===== config.mk =====
export PLATFORM = sky130hd
export DESIGN_NAME = disp_share_ctrl
export DESIGN_NICKNAME = d
export VERILOG_FILES = /design/src/rtl/disp_share_ctrl_pkg.sv /design/src/rtl/disp_scan_timer.sv /design/src/rtl/disp_share_ctrl.sv
export SDC_FILE = /design/constraint.sdc
export NUM_CORES = 1
export LEC_CHECK = 0
export BUFFER_PORTS_ARGS = -buffer_cell sky130_fd_sc_hd__buf_4
export CAP_MARGIN = 20
export CORE_MARGIN = 1
export CORE_UTILIZATION = 44
export CTS_CLUSTER_DIAMETER = 200
export DETAILED_ROUTE_END_ITERATION = 8
export HOLD_SLACK_MARGIN = 0.06
export PLACE_DENSITY = 0.66
export SLEW_MARGIN = 10
export SYNTH_ARGS = -nofsm -noshare
export SYNTH_HDL_FRONTEND = slang
export SYNTH_HIERARCHICAL = 1
export SYNTH_SLANG_ARGS = --single-unit

===== constraint.sdc =====
create_clock -name clk -period 2.7 [get_ports clk]
set_clock_uncertainty 0.05 [all_clocks]
set_input_delay 0.81 -clock clk [delete_from_list [all_inputs] [get_ports clk]]
set_output_delay 0.81 -clock clk [all_outputs]
set_load 0.02 [all_outputs]

===== src/rtl/disp_share_ctrl_pkg.sv =====
// Shared constants for the shared 7-segment display controller:
// segment encodings, arbiter state encoding and default timing.
package disp_share_ctrl_pkg;

  localparam int DEF_SCAN_DIV    = 65536;
  localparam int DEF_DWELL_SLOTS = 4096;

  // Segment order {a,b,c,d,e,f,g}, active-high
  localparam logic [6:0] SEG_0     = 7'h7E;
  localparam logic [6:0] SEG_1     = 7'h30;
  localparam logic [6:0] SEG_2     = 7'h6D;
  localparam logic [6:0] SEG_3     = 7'h79;
  localparam logic [6:0] SEG_4     = 7'h33;
  localparam logic [6:0] SEG_5     = 7'h5B;
  localparam logic [6:0] SEG_6     = 7'h5F;
  localparam logic [6:0] SEG_7     = 7'h70;
  localparam logic [6:0] SEG_8     = 7'h7F;
  localparam logic [6:0] SEG_9     = 7'h7B;
  localparam logic [6:0] SEG_A     = 7'h77;
  localparam logic [6:0] SEG_B     = 7'h1F;
  localparam logic [6:0] SEG_C     = 7'h4E;
  localparam logic [6:0] SEG_D     = 7'h3D;
  localparam logic [6:0] SEG_E     = 7'h4F;
  localparam logic [6:0] SEG_F     = 7'h47;
  localparam logic [6:0] SEG_BLANK = 7'h00;

  typedef enum logic {
    ST_IDLE = 1'b0,
    ST_HOLD = 1'b1
  } arb_state_t;

  function automatic logic [6:0] hex7(input logic [3:0] nib);
    logic [6:0] s;
    case (nib)
      4'h0: s = SEG_0;
      4'h1: s = SEG_1;
      4'h2: s = SEG_2;
      4'h3: s = SEG_3;
      4'h4: s = SEG_4;
      4'h5: s = SEG_5;
      4'h6: s = SEG_6;
      4'h7: s = SEG_7;
      4'h8: s = SEG_8;
      4'h9: s = SEG_9;
      4'hA: s = SEG_A;
      4'hB: s = SEG_B;
      4'hC: s = SEG_C;
      4'hD: s = SEG_D;
      4'hE: s = SEG_E;
      default: s = SEG_F;
    endcase
    return s;
  endfunction

endpackage


===== src/rtl/disp_scan_timer.sv =====
// Digit scan timing: divides clk into digit slots, pulses slot_tick on each
// slot boundary and rotates the one-hot digit enable.
module disp_scan_timer
  import disp_share_ctrl_pkg::*;
#(
  parameter int SCAN_DIV = DEF_SCAN_DIV
) (
  input  logic       clk,
  input  logic       rst,
  output logic       slot_tick,
  output logic [1:0] idx,
  output logic [3:0] segen
);

  localparam int CW = $clog2(SCAN_DIV);

  logic [CW-1:0] cnt;

  assign slot_tick = (cnt == CW'(SCAN_DIV - 1));

  always_ff @(posedge clk or posedge rst) begin
    if (rst) begin
      cnt   <= '0;
      idx   <= 2'd0;
      segen <= 4'b0001;
    end else if (slot_tick) begin
      cnt   <= '0;
      idx   <= idx + 2'd1;
      segen <= {segen[2:0], segen[3]};
    end else begin
      cnt   <= cnt + CW'(1);
    end
  end

endmodule


===== src/rtl/disp_share_ctrl.sv =====
// Round-robin time-sharing of one 4-digit 7-segment display between N_REQ
// 16-bit sources, with dwell-timed grants and tear-free frame updates.
module disp_share_ctrl
  import disp_share_ctrl_pkg::*;
#(
  parameter int N_REQ       = 4,
  parameter int SCAN_DIV    = DEF_SCAN_DIV,
  parameter int DWELL_SLOTS = DEF_DWELL_SLOTS
) (
  input  logic                 clk,
  input  logic                 rst,
  input  logic [N_REQ-1:0]     req,
  input  logic [16*N_REQ-1:0]  data,
  output logic [6:0]           seg,
  output logic [3:0]           segen,
  output logic [N_REQ-1:0]     grant,
  output logic                 busy
);

  localparam int IW = $clog2(N_REQ);
  localparam int DW = $clog2(DWELL_SLOTS);

  logic             slot_tick;
  logic [1:0]       idx;
  arb_state_t       state;
  logic [IW-1:0]    owner;
  logic [IW-1:0]    ptr;
  logic [DW-1:0]    dwell;
  logic [15:0]      shadow;
  logic             found;
  logic [IW-1:0]    pick;
  logic [IW-1:0]    cand;
  logic [N_REQ-1:0] pick_onehot;
  logic             rearb;
  logic             frame_tick;

  disp_scan_timer #(
    .SCAN_DIV (SCAN_DIV)
  ) u_scan (
    .clk       (clk),
    .rst       (rst),
    .slot_tick (slot_tick),
    .idx       (idx),
    .segen     (segen)
  );

  // Search runs downward so the lowest offset from ptr wins; ptr itself is last.
  always_comb begin
    found = 1'b0;
    pick  = '0;
    cand  = '0;
    for (int k = N_REQ; k >= 1; k--) begin
      cand = IW'((int'(ptr) + k) % N_REQ);
      if (req[cand]) begin
        found = 1'b1;
        pick  = cand;
      end
    end
  end

  always_comb begin
    pick_onehot       = '0;
    pick_onehot[pick] = 1'b1;
  end

  assign rearb      = (state == ST_IDLE) || !req[owner] ||
                      (dwell == DW'(DWELL_SLOTS - 1));
  assign frame_tick = slot_tick && (idx == 2'd3);

  always_ff @(posedge clk or posedge rst) begin
    if (rst) begin
      state  <= ST_IDLE;
      owner  <= '0;
      ptr    <= IW'(N_REQ - 1);
      dwell  <= '0;
      shadow <= '0;
      grant  <= '0;
      busy   <= 1'b0;
    end else if (slot_tick) begin
      if (rearb) begin
        dwell <= '0;
        if (found) begin
          state  <= ST_HOLD;
          owner  <= pick;
          ptr    <= pick;
          shadow <= data[16*pick +: 16];
          grant  <= pick_onehot;
          busy   <= 1'b1;
        end else begin
          state <= ST_IDLE;
          grant <= '0;
          busy  <= 1'b0;
        end
      end else begin
        dwell <= dwell + DW'(1);
        // Reload only at the frame boundary so a frame never mixes two values
        if (frame_tick) shadow <= data[16*owner +: 16];
      end
    end
  end

  // Segment stage: one clock behind index/shadow/grant
  always_ff @(posedge clk or posedge rst) begin
    if (rst) begin
      seg <= SEG_BLANK;
    end else begin
      seg <= (grant == '0) ? SEG_BLANK : hex7(shadow[4*idx +: 4]);
    end
  end

endmodule

==> flow_summary.html, run 1 <==
<table>
<tr><th>Metric</th><th>Value</th></tr>
<tr><th colspan="2">Run status</th></tr>
<tr><td>Status</td><td>complete, no violations</td></tr>
<tr><th colspan="2">Synth</th></tr>
<tr><td>EDFF count, synth</td><td>0</td></tr>
<tr><td>Top cells by instance count after synthesis</td><td>sky130_fd_sc_hd__dfrtp_1 (63), sky130_fd_sc_hd__nand3_1 (30), sky130_fd_sc_hd__nor2_1 (29)</td></tr>
<tr><td>Yosys top cell by area</td><td>sky130_fd_sc_hd__dfrtp_1</td></tr>
<tr><td>Synthesized area per cell</td><td>10.5 um^2</td></tr>
<tr><td>Proportion of netlist area held by the largest area contributor</td><td>0.426</td></tr>
<tr><td>Share of synthesized area occupied by flip-flops and latches</td><td>0.448</td></tr>
<tr><td>Proportion of register bits with asynchronous set or reset after synthesis</td><td>1.00</td></tr>
<tr><td>Net Count, Synth</td><td>431</td></tr>
<tr><td>Ys flop type</td><td>sky130_fd_sc_hd__dfrtp_1</td></tr>
<tr><td>Cells taking the most area after synthesis</td><td>sky130_fd_sc_hd__dfrtp_1 (43%), sky130_fd_sc_hd__mux2i_1 (5.7%), sky130_fd_sc_hd__nand3_1 (4.1%), sky130_fd_sc_hd__o211ai_2 (3.4%), sky130_fd_sc_hd__a22oi_1 (3.2%)</td></tr>
<tr><td>Post-synth design cell area</td><td>3700 um^2</td></tr>
<tr><td>Flops &amp; latches, synth</td><td>66</td></tr>
<tr><td>Ys Warns</td><td>6</td></tr>
<tr><td>Most frequently used cell type in the post-synthesis netlist</td><td>sky130_fd_sc_hd__dfrtp_1</td></tr>
<tr><td>Number of library cell types mapped by synthesis</td><td>55</td></tr>
<tr><td>Post-Syn Instances</td><td>353</td></tr>
<tr><th colspan="2">Clock network</th></tr>
<tr><td>Clock slew at reported path FFs</td><td>70 ps</td></tr>
<tr><td>Clk_lat worst skew</td><td>340 ps</td></tr>
<tr><td>CTS Hold Bufs</td><td>0</td></tr>
<tr><td>Num CTS Buffers</td><td>9</td></tr>
<tr><td>Post-CTS Repair Setup Buffers</td><td>0</td></tr>
<tr><td>Clock tree sinks</td><td>66</td></tr>
<tr><td>Number of buffers on the longest clock path</td><td>2</td></tr>
<tr><td>Number of resized instances in the post-cts repair step</td><td>0</td></tr>
<tr><td>CTS root buf</td><td>sky130_fd_sc_hd__clkbuf_8</td></tr>
<tr><td>Clock tree from TritonCTS</td><td>done</td></tr>
<tr><td>Deepest level of the CTS H-tree</td><td>3</td></tr>
<tr><th colspan="2">Finish</th></tr>
<tr><td>Proportion of layout cells with a drive suffix above 1</td><td>0.328</td></tr>
<tr><td>Area growth from synthesis to layout</td><td>27.2%</td></tr>
<tr><td>Layout fillers</td><td>697</td></tr>
<tr><td># diodes</td><td>0</td></tr>
<tr><td>Final nets</td><td>521</td></tr>
<tr><th colspan="2">Routing</th></tr>
<tr><td>Post-DR wirelength/cell</td><td>15.7 um</td></tr>
<tr><td>Number of DRC markers after the initial detailed-route iteration</td><td>110</td></tr>
<tr><td>DR DRC count</td><td>0</td></tr>
<tr><td>Vias after detailed routing</td><td>3029</td></tr>
<tr><td>Vias/cell</td><td>5.48</td></tr>
<tr><td>DRT antenna net count</td><td>0</td></tr>
<tr><td>Wire length after detailed routing</td><td>8.68 mm</td></tr>
<tr><td>Number of detailed-route iterations in the first pass</td><td>4</td></tr>
<tr><th colspan="2">Die</th></tr>
<tr><td>Number of placement rows</td><td>33</td></tr>
<tr><td>Die width</td><td>93.7 um</td></tr>
<tr><td>Initial cell density of the core</td><td>0.452</td></tr>
<tr><td>CORE AREA</td><td>8180 um^2</td></tr>
<tr><td>Die Y</td><td>93.7 um</td></tr>
<tr><td>Top-level port count</td><td>86</td></tr>
<tr><td>Die ar.</td><td>8780 um^2</td></tr>
<tr><th colspan="2">Setup path</th></tr>
<tr><td>Worst R2R Path Depth</td><td>6</td></tr>
<tr><td>Worst endpoint data arrival time</td><td>2610 ps</td></tr>
<tr><td>FF-to-FF End</td><td>shadow[5]</td></tr>
<tr><td>Endpoint class of the critical path</td><td>flip-flop</td></tr>
<tr><td>Setup slack of the worst register-to-register path</td><td>240 ps</td></tr>
<tr><td>Worst Path Max Fanout</td><td>16</td></tr>
<tr><td>Worst setup path class</td><td>flip-flop to flip-flop</td></tr>
<tr><td>Launch point of the worst reg-to-reg path</td><td>u_scan/cnt[4]</td></tr>
<tr><td>Endpoint required time on the critical path</td><td>2850 ps</td></tr>
<tr><td>Setup crit start kind</td><td>flip-flop</td></tr>
<tr><th colspan="2">Power and ir drop</th></tr>
<tr><td>Net switching power</td><td>0.498 mW</td></tr>
<tr><td>Post-layout power</td><td>2.29 mW</td></tr>
<tr><td>Switching power as a share of total power</td><td>0.218</td></tr>
<tr><td>Internal power</td><td>1.79 mW</td></tr>
<tr><td>Cell area power density</td><td>487 nW/um^2</td></tr>
<tr><td>Seq pwr share</td><td>0.442</td></tr>
<tr><td>Leakage power</td><td>2.16 nW</td></tr>
<tr><td>Clock group share of total power</td><td>0.455</td></tr>
<tr><td>Maximum VDD drop</td><td>0.000282 V</td></tr>
<tr><td>Power share of the combinational group</td><td>0.103</td></tr>
<tr><th colspan="2">GRT</th></tr>
<tr><td>Number of global-route vias before repair</td><td>2944</td></tr>
<tr><td>Pin count of the biggest net entering global routing</td><td>24</td></tr>
<tr><td>First-pass GRT wire length</td><td>14.0 mm</td></tr>
<tr><td>Overall track demand over capacity in global routing</td><td>0.206</td></tr>
<tr><td>Total global routing overflow</td><td>0</td></tr>
<tr><td>Antenna violations before repair</td><td>0</td></tr>
<tr><th colspan="2">STA</th></tr>
<tr><td>Setup violations, final</td><td>0</td></tr>
<tr><td>Setup repair after global routing missed its margin</td><td>false</td></tr>
<tr><td>Post-route minimum period</td><td>2460 ps</td></tr>
<tr><td>Number of failing hold endpoints at the final stage</td><td>0</td></tr>
<tr><td>Max-Slew Margin vs Limit</td><td>0.410</td></tr>
<tr><td>Measured slew at the worst slew-check pin</td><td>879 ps</td></tr>
<tr><td>Period utilisation layout</td><td>0.911</td></tr>
<tr><td>Worst hold slack across all endpoints</td><td>429 ps</td></tr>
<tr><td>Sum of negative setup slack</td><td>0 ps</td></tr>
<tr><td>Number of max-slew violations in the final report</td><td>0</td></tr>
<tr><td>Achievable clock frequency</td><td>407 MHz</td></tr>
<tr><th colspan="2">Placement</th></tr>
<tr><td>Total of buffers placed on input and output ports</td><td>85</td></tr>
<tr><td>HPWL reported at the end of detailed placement</td><td>6.39 mm</td></tr>
<tr><td>Gp weighted congestion</td><td>0.781</td></tr>
<tr><th colspan="2">Min path</th></tr>
<tr><td>End of the worst hold path</td><td>u_scan/cnt[11]</td></tr>
<tr><td>Hold Path Class</td><td>flip-flop to flip-flop</td></tr>
<tr><td>Hold_sp</td><td>u_scan/cnt[11]</td></tr>
<tr><td>Cell depth of the worst min-delay path</td><td>1</td></tr>
<tr><th colspan="2">Job</th></tr>
<tr><td>Number of max-cap violations</td><td>0</td></tr>
</table>
==> area by class of cell <==
cell class / instances / area, um^2 / share of cell area
clock buffers: 11 / 151 / 0.0322
inverters: 13 / 48.8 / 0.0104
clock inverters: 5 / 100 / 0.0213
well taps: 105 / 131 / 0.0279
flip-flops and latches: 66 / 1660 / 0.352
repair buffers: 100 / 763 / 0.162
multi-input cells: 253 / 1850 / 0.394
==> layer usage <==
metal / track usage / routed length [um] / vias up
li1: - / - / 1464
met2: 0.347 / 4420 / 71
met4: 0.0769 / 106 / 0
met5: 0 / 0 / -
met3: 0.0275 / 296 / 11
met1: 0.269 / 3850 / 1483
==> power groups by stage <==
stage | Sequential, mW | Combinational (mW) | Clock, mW
detailed placement | 1.03 | 0.236 | 0
global placement | 1.03 | 0.232 | 0
CTS | 1.01 | 0.237 | 1.06
floorplan | 1.03 | 0.122 | 0
global route | 1.01 | 0.256 | 1.11
finish | 1.01 | 0.235 | 1.04
==> worst max-delay path by stage <==
stage,start,endpoint,slack [ps]
after floorplan,req[3],shadow[0],40
after global placement,req[3],shadow[3],140
after detailed placement,req[3],shadow[1],70
after CTS,u_scan/cnt[4],shadow[5],240
after global routing,u_scan/cnt[4],shadow[12],90
final,u_scan/cnt[4],shadow[5],240
==> worst max-delay path, cell delays in order (launching register included) <==
cell	delay, ps
sky130_fd_sc_hd__dfrtp_1	430
sky130_fd_sc_hd__and4_1	370
sky130_fd_sc_hd__and4_4	410
sky130_fd_sc_hd__o21ai_0	260
sky130_fd_sc_hd__o22a_2	430
sky130_fd_sc_hd__a22oi_1	260
sky130_fd_sc_hd__o211ai_2	110
==> kinds of logic (layout without fill, tap and decap cells) <==
group           count (synthesis)  after routing  synth area share
mux                            32             32             0.109
buf+inv                        34            129            0.0511
simple gates                  116            116             0.159
fa+ha+maj                       8              8            0.0271
flops                          66             66             0.448
compound gates                 75             75             0.152
xor+xnor                       22             22            0.0541
==> layout by cell type, fill, tap and decap left out, drive strengths merged, types with 2 or more instances in the layout <==
cell type	n
and2	2
o22ai	7
o22a	2
mux4	4
bufinv	3
o21a	2
nand4	7
nand2	19
dfrtp	63
xor2	11
clkbuf	11
and3	4
nor4	2
nor3	6
o211ai	16
clkinv	3
dfstp	3
a31oi	2
o21ai	15
and4	5
nand3	30
nor2	29
nand2b	3
mux2	6
a21oi	6
nor2b	3
inv	12
xnor2	11
nand3b	2
buf	100
a221oi	3
mux2i	22
a22oi	16
ha	8
==> per-stage QoR <==
stage | util | std cells | area, um^2 | setup WS [ps]
after floorplan | - | 353 | 3700 | 37.2
after global placement | 0.545 | 537 | 4450 | 136
after detailed placement | 0.545 | 537 | 4450 | 70.3
after CTS | 0.575 | 553 | 4700 | 240
after global routing | 0.575 | 553 | 4700 | 88.5
final | 0.575 | 553 | 4700 | 241
==> flip-flops by register name, indices dropped and copies added, names as in the netlist <==
| register | flops |
|---|---|
| dwell | 12 |
| ptr | 2 |
| shadow | 16 |
| u_scan/idx | 2 |
| grant | 4 |
| u_scan/cnt | 16 |
| u_scan/segen | 4 |
| seg | 7 |
| owner | 2 |
| state | 1 |
Note: power is estimated with default switching activity, not from simulation.
==> run 2, diff against run 1 <==
==> constraint.sdc (replaced) <==
create_clock -name clk -period 2.7 [get_ports clk]
set_clock_uncertainty 0.05 [all_clocks]
set_input_delay 0.675 -clock clk [delete_from_list [all_inputs] [get_ports clk]]
set_output_delay 0.675 -clock clk [all_outputs]
set_load 0.02 [all_outputs]
==> flow_summary.html, run 2 (synthesis gave the netlist of run 1 again) <==
<table>
<tr><th>Metric</th><th>Value</th></tr>
<tr><th colspan="2">Clock network</th></tr>
<tr><td>Number of resized instances in the post-cts repair step</td><td>0 (unchanged)</td></tr>
<tr><td>Post-CTS Repair Setup Buffers</td><td>0 (unchanged)</td></tr>
<tr><td>Number of buffers on the longest clock path</td><td>2 (unchanged)</td></tr>
<tr><td>Deepest level of the CTS H-tree</td><td>3 (unchanged)</td></tr>
<tr><td>CTS Hold Bufs</td><td>0 (unchanged)</td></tr>
<tr><td>CTS root buf</td><td>sky130_fd_sc_hd__clkbuf_8</td></tr>
<tr><td>Clock slew at reported path FFs</td><td>70 ps (about the same)</td></tr>
<tr><td>Clock tree sinks</td><td>66 (unchanged)</td></tr>
<tr><td>Clock tree from TritonCTS</td><td>done</td></tr>
<tr><td>Clk_lat worst skew</td><td>340 ps (about the same)</td></tr>
<tr><td>Num CTS Buffers</td><td>9 (unchanged)</td></tr>
<tr><th colspan="2">Power and ir drop</th></tr>
<tr><td>Seq pwr share</td><td>0.500 (+0.058)</td></tr>
<tr><td>Cell area power density</td><td>440 nW/um^2 (-9.6%)</td></tr>
<tr><td>Leakage power</td><td>2.10 nW (-2.5%)</td></tr>
<tr><td>Maximum VDD drop</td><td>0.000217 V (-23%)</td></tr>
<tr><td>Switching power as a share of total power</td><td>0.234 (+0.0162)</td></tr>
<tr><td>Internal power</td><td>1.55 mW (-13%)</td></tr>
<tr><td>Power share of the combinational group</td><td>0.114 (+0.011)</td></tr>
<tr><td>Post-layout power</td><td>2.03 mW (-11%)</td></tr>
<tr><td>Clock group share of total power</td><td>0.386 (-0.069)</td></tr>
<tr><td>Net switching power</td><td>0.474 mW (-4.9%)</td></tr>
<tr><th colspan="2">Placement</th></tr>
<tr><td>Gp weighted congestion</td><td>0.775 (-0.72%)</td></tr>
<tr><td>Total placed instance area</td><td>4430 um^2 (-0.56%)</td></tr>
<tr><td>Worst slack at placement</td><td>185 ps (+114 ps)</td></tr>
<tr><td>Cell count after placement</td><td>532 (-0.93%)</td></tr>
<tr><td>HPWL reported at the end of detailed placement</td><td>6.01 mm (-6.0%)</td></tr>
<tr><td>Total of buffers placed on input and output ports</td><td>85 (unchanged)</td></tr>
<tr><th colspan="2">STA</th></tr>
<tr><td>Worst hold slack across all endpoints</td><td>355 ps (-74.0 ps)</td></tr>
<tr><td>Sum of negative setup slack</td><td>0 ps (unchanged)</td></tr>
<tr><td>Setup repair after global routing missed its margin</td><td>false</td></tr>
<tr><td>Max-Slew Margin vs Limit</td><td>0.452 (+0.0414)</td></tr>
<tr><td>Post-route minimum period</td><td>2360 ps (-96.9 ps)</td></tr>
<tr><td>Measured slew at the worst slew-check pin</td><td>817 ps (-61.7 ps)</td></tr>
<tr><td>Final worst slack</td><td>338 ps (+96.9 ps)</td></tr>
<tr><td>Number of max-slew violations in the final report</td><td>0 (unchanged)</td></tr>
<tr><td>Number of failing hold endpoints at the final stage</td><td>0 (unchanged)</td></tr>
<tr><td>Setup violations, final</td><td>0 (unchanged)</td></tr>
<tr><td>Achievable clock frequency</td><td>423 MHz (+4.1%)</td></tr>
<tr><td>Period utilisation layout</td><td>0.875 (-0.0359)</td></tr>
<tr><th colspan="2">Finish</th></tr>
<tr><td>Proportion of layout cells with a drive suffix above 1</td><td>0.314 (-0.0144)</td></tr>
<tr><td># diodes</td><td>0 (unchanged)</td></tr>
<tr><td>Top library cells by usage in the layout, fill and taps aside</td><td>sky130_fd_sc_hd__buf_4 (93), sky130_fd_sc_hd__dfrtp_1 (63), sky130_fd_sc_hd__nand3_1 (30)</td></tr>
<tr><td>Most common cell after layout, fill and taps aside</td><td>sky130_fd_sc_hd__buf_4</td></tr>
<tr><td>Final nets</td><td>516 (-0.96%)</td></tr>
<tr><td>Count of non-filler cells in the finished layout</td><td>548 (-0.90%)</td></tr>
<tr><td>Area growth from synthesis to layout</td><td>24.6%</td></tr>
<tr><td>Layout Cell Area excl Fill</td><td>4610 um^2 (-2.0%)</td></tr>
<tr><td>Top flop regs</td><td>shadow x16, u_scan/cnt x16, dwell x12</td></tr>
<tr><td>Final core utilization</td><td>0.564 (-0.0118)</td></tr>
<tr><th colspan="2">Setup path</th></tr>
<tr><td>Worst Path Max Fanout</td><td>16 (unchanged)</td></tr>
<tr><td>Endpoint class of the critical path</td><td>flip-flop</td></tr>
<tr><td>Worst setup path class</td><td>flip-flop to flip-flop</td></tr>
<tr><td>Worst endpoint data arrival time</td><td>2520 ps (-90 ps)</td></tr>
<tr><td>Endpoint required time on the critical path</td><td>2860 ps (about the same)</td></tr>
<tr><td>Setup crit start kind</td><td>flip-flop</td></tr>
<tr><th colspan="2">Routing</th></tr>
<tr><td>Number of DRC markers after the initial detailed-route iteration</td><td>139 (+26%)</td></tr>
<tr><td>Wire length after detailed routing</td><td>8.28 mm (-4.6%)</td></tr>
<tr><td>Post-DR wirelength/cell</td><td>15.1 um (-3.7%)</td></tr>
<tr><td>Vias/cell</td><td>5.51 (+0.51%)</td></tr>
<tr><td>Number of detailed-route iterations in the first pass</td><td>4 (unchanged)</td></tr>
<tr><td>DRT antenna net count</td><td>0 (unchanged)</td></tr>
<tr><td>Vias after detailed routing</td><td>3017 (-0.40%)</td></tr>
<tr><td>DR DRC count</td><td>0 (unchanged)</td></tr>
<tr><th colspan="2">Die</th></tr>
<tr><td>Die width</td><td>93.7 um (unchanged)</td></tr>
<tr><td>Number of placement rows</td><td>33 (unchanged)</td></tr>
<tr><td>Initial cell density of the core</td><td>0.452 (unchanged)</td></tr>
<tr><td>Die ar.</td><td>8780 um^2 (unchanged)</td></tr>
<tr><td>CORE AREA</td><td>8180 um^2 (unchanged)</td></tr>
<tr><td>Die Y</td><td>93.7 um (unchanged)</td></tr>
<tr><td>Top-level port count</td><td>86 (unchanged)</td></tr>
<tr><th colspan="2">GRT</th></tr>
<tr><td>Number of global-route vias before repair</td><td>2919 (-0.85%)</td></tr>
<tr><td>Antenna violations before repair</td><td>0 (unchanged)</td></tr>
<tr><td>First-pass GRT wire length</td><td>13.6 mm (-2.6%)</td></tr>
<tr><td>Total global routing overflow</td><td>0 (unchanged)</td></tr>
<tr><td>Overall track demand over capacity in global routing</td><td>0.201 (-0.00481)</td></tr>
<tr><td>Pin count of the biggest net entering global routing</td><td>28 (+17%)</td></tr>
<tr><th colspan="2">Min path</th></tr>
<tr><td>Hold Path Class</td><td>input port to asynchronous set/reset pin</td></tr>
<tr><th colspan="2">Run status</th></tr>
<tr><td>Status</td><td>complete, no violations</td></tr>
<tr><th colspan="2">Job</th></tr>
<tr><td>Number of max-cap violations</td><td>0 (unchanged)</td></tr>
</table>
==> run 2: layout make-up <==
class | instances | area [um^2]
fill | 752 | 3570
multi-input combinational | 253 | 1850
sequential | 66 | 1660
timing repair buffer | 95 | 738
clock buffer | 12 | 135
tap | 105 | 131
inverter | 13 | 48.8
clock inverter | 4 | 45.0
==> run 2: worst max-delay path, cell delays in order, from the launching register on <==
cell                       delay (ps)
sky130_fd_sc_hd__dfrtp_1          390
sky130_fd_sc_hd__ha_1             250
sky130_fd_sc_hd__nand3_1           90
sky130_fd_sc_hd__nor3_1           250
sky130_fd_sc_hd__or2_1            360
sky130_fd_sc_hd__mux2i_4          310
sky130_fd_sc_hd__buf_12           200
sky130_fd_sc_hd__mux2i_1          240
sky130_fd_sc_hd__o211ai_2          90
==> run 2: path summary, 6_finish.rpt <==
| check | start | end | slack, ps | cells after the start |
|---|---|---|---|---|
| worst max-delay path | dwell[0] | shadow[6] | 340 | 8 |
| worst min-delay path | rst | grant[2] | 350 | 2 |
| worst max register to register | dwell[0] | shadow[6] | 340 | 8 |
| worst min register to register | u_scan/cnt[0] | u_scan/cnt[0] | 430 | 1 |
| max in group asynchronous | rst | u_scan/cnt[3] | 1630 | 2 |
| min in group clk | u_scan/cnt[0] | u_scan/cnt[0] | 430 | 1 |
==> run 2: metal layers <==
layer / GRT usage / vias to the layer above / wire length, um
met4: 0.0705 / 0 / 101
met2: 0.336 / 78 / 4130
met5: 0 / - / 0
met3: 0.0583 / 9 / 375
li1: - / 1454 / -
met1: 0.248 / 1476 / 3670
==> run 2: power groups by stage <==
stage | Combinational [mW] | Sequential (mW) | Clock [mW]
finish | 0.230 | 1.01 | 0.782
global route | 0.254 | 1.01 | 0.858
CTS | 0.234 | 1.01 | 0.818
detailed placement | 0.234 | 1.03 | 0
global placement | 0.230 | 1.03 | 0
floorplan | 0.122 | 1.03 | 0
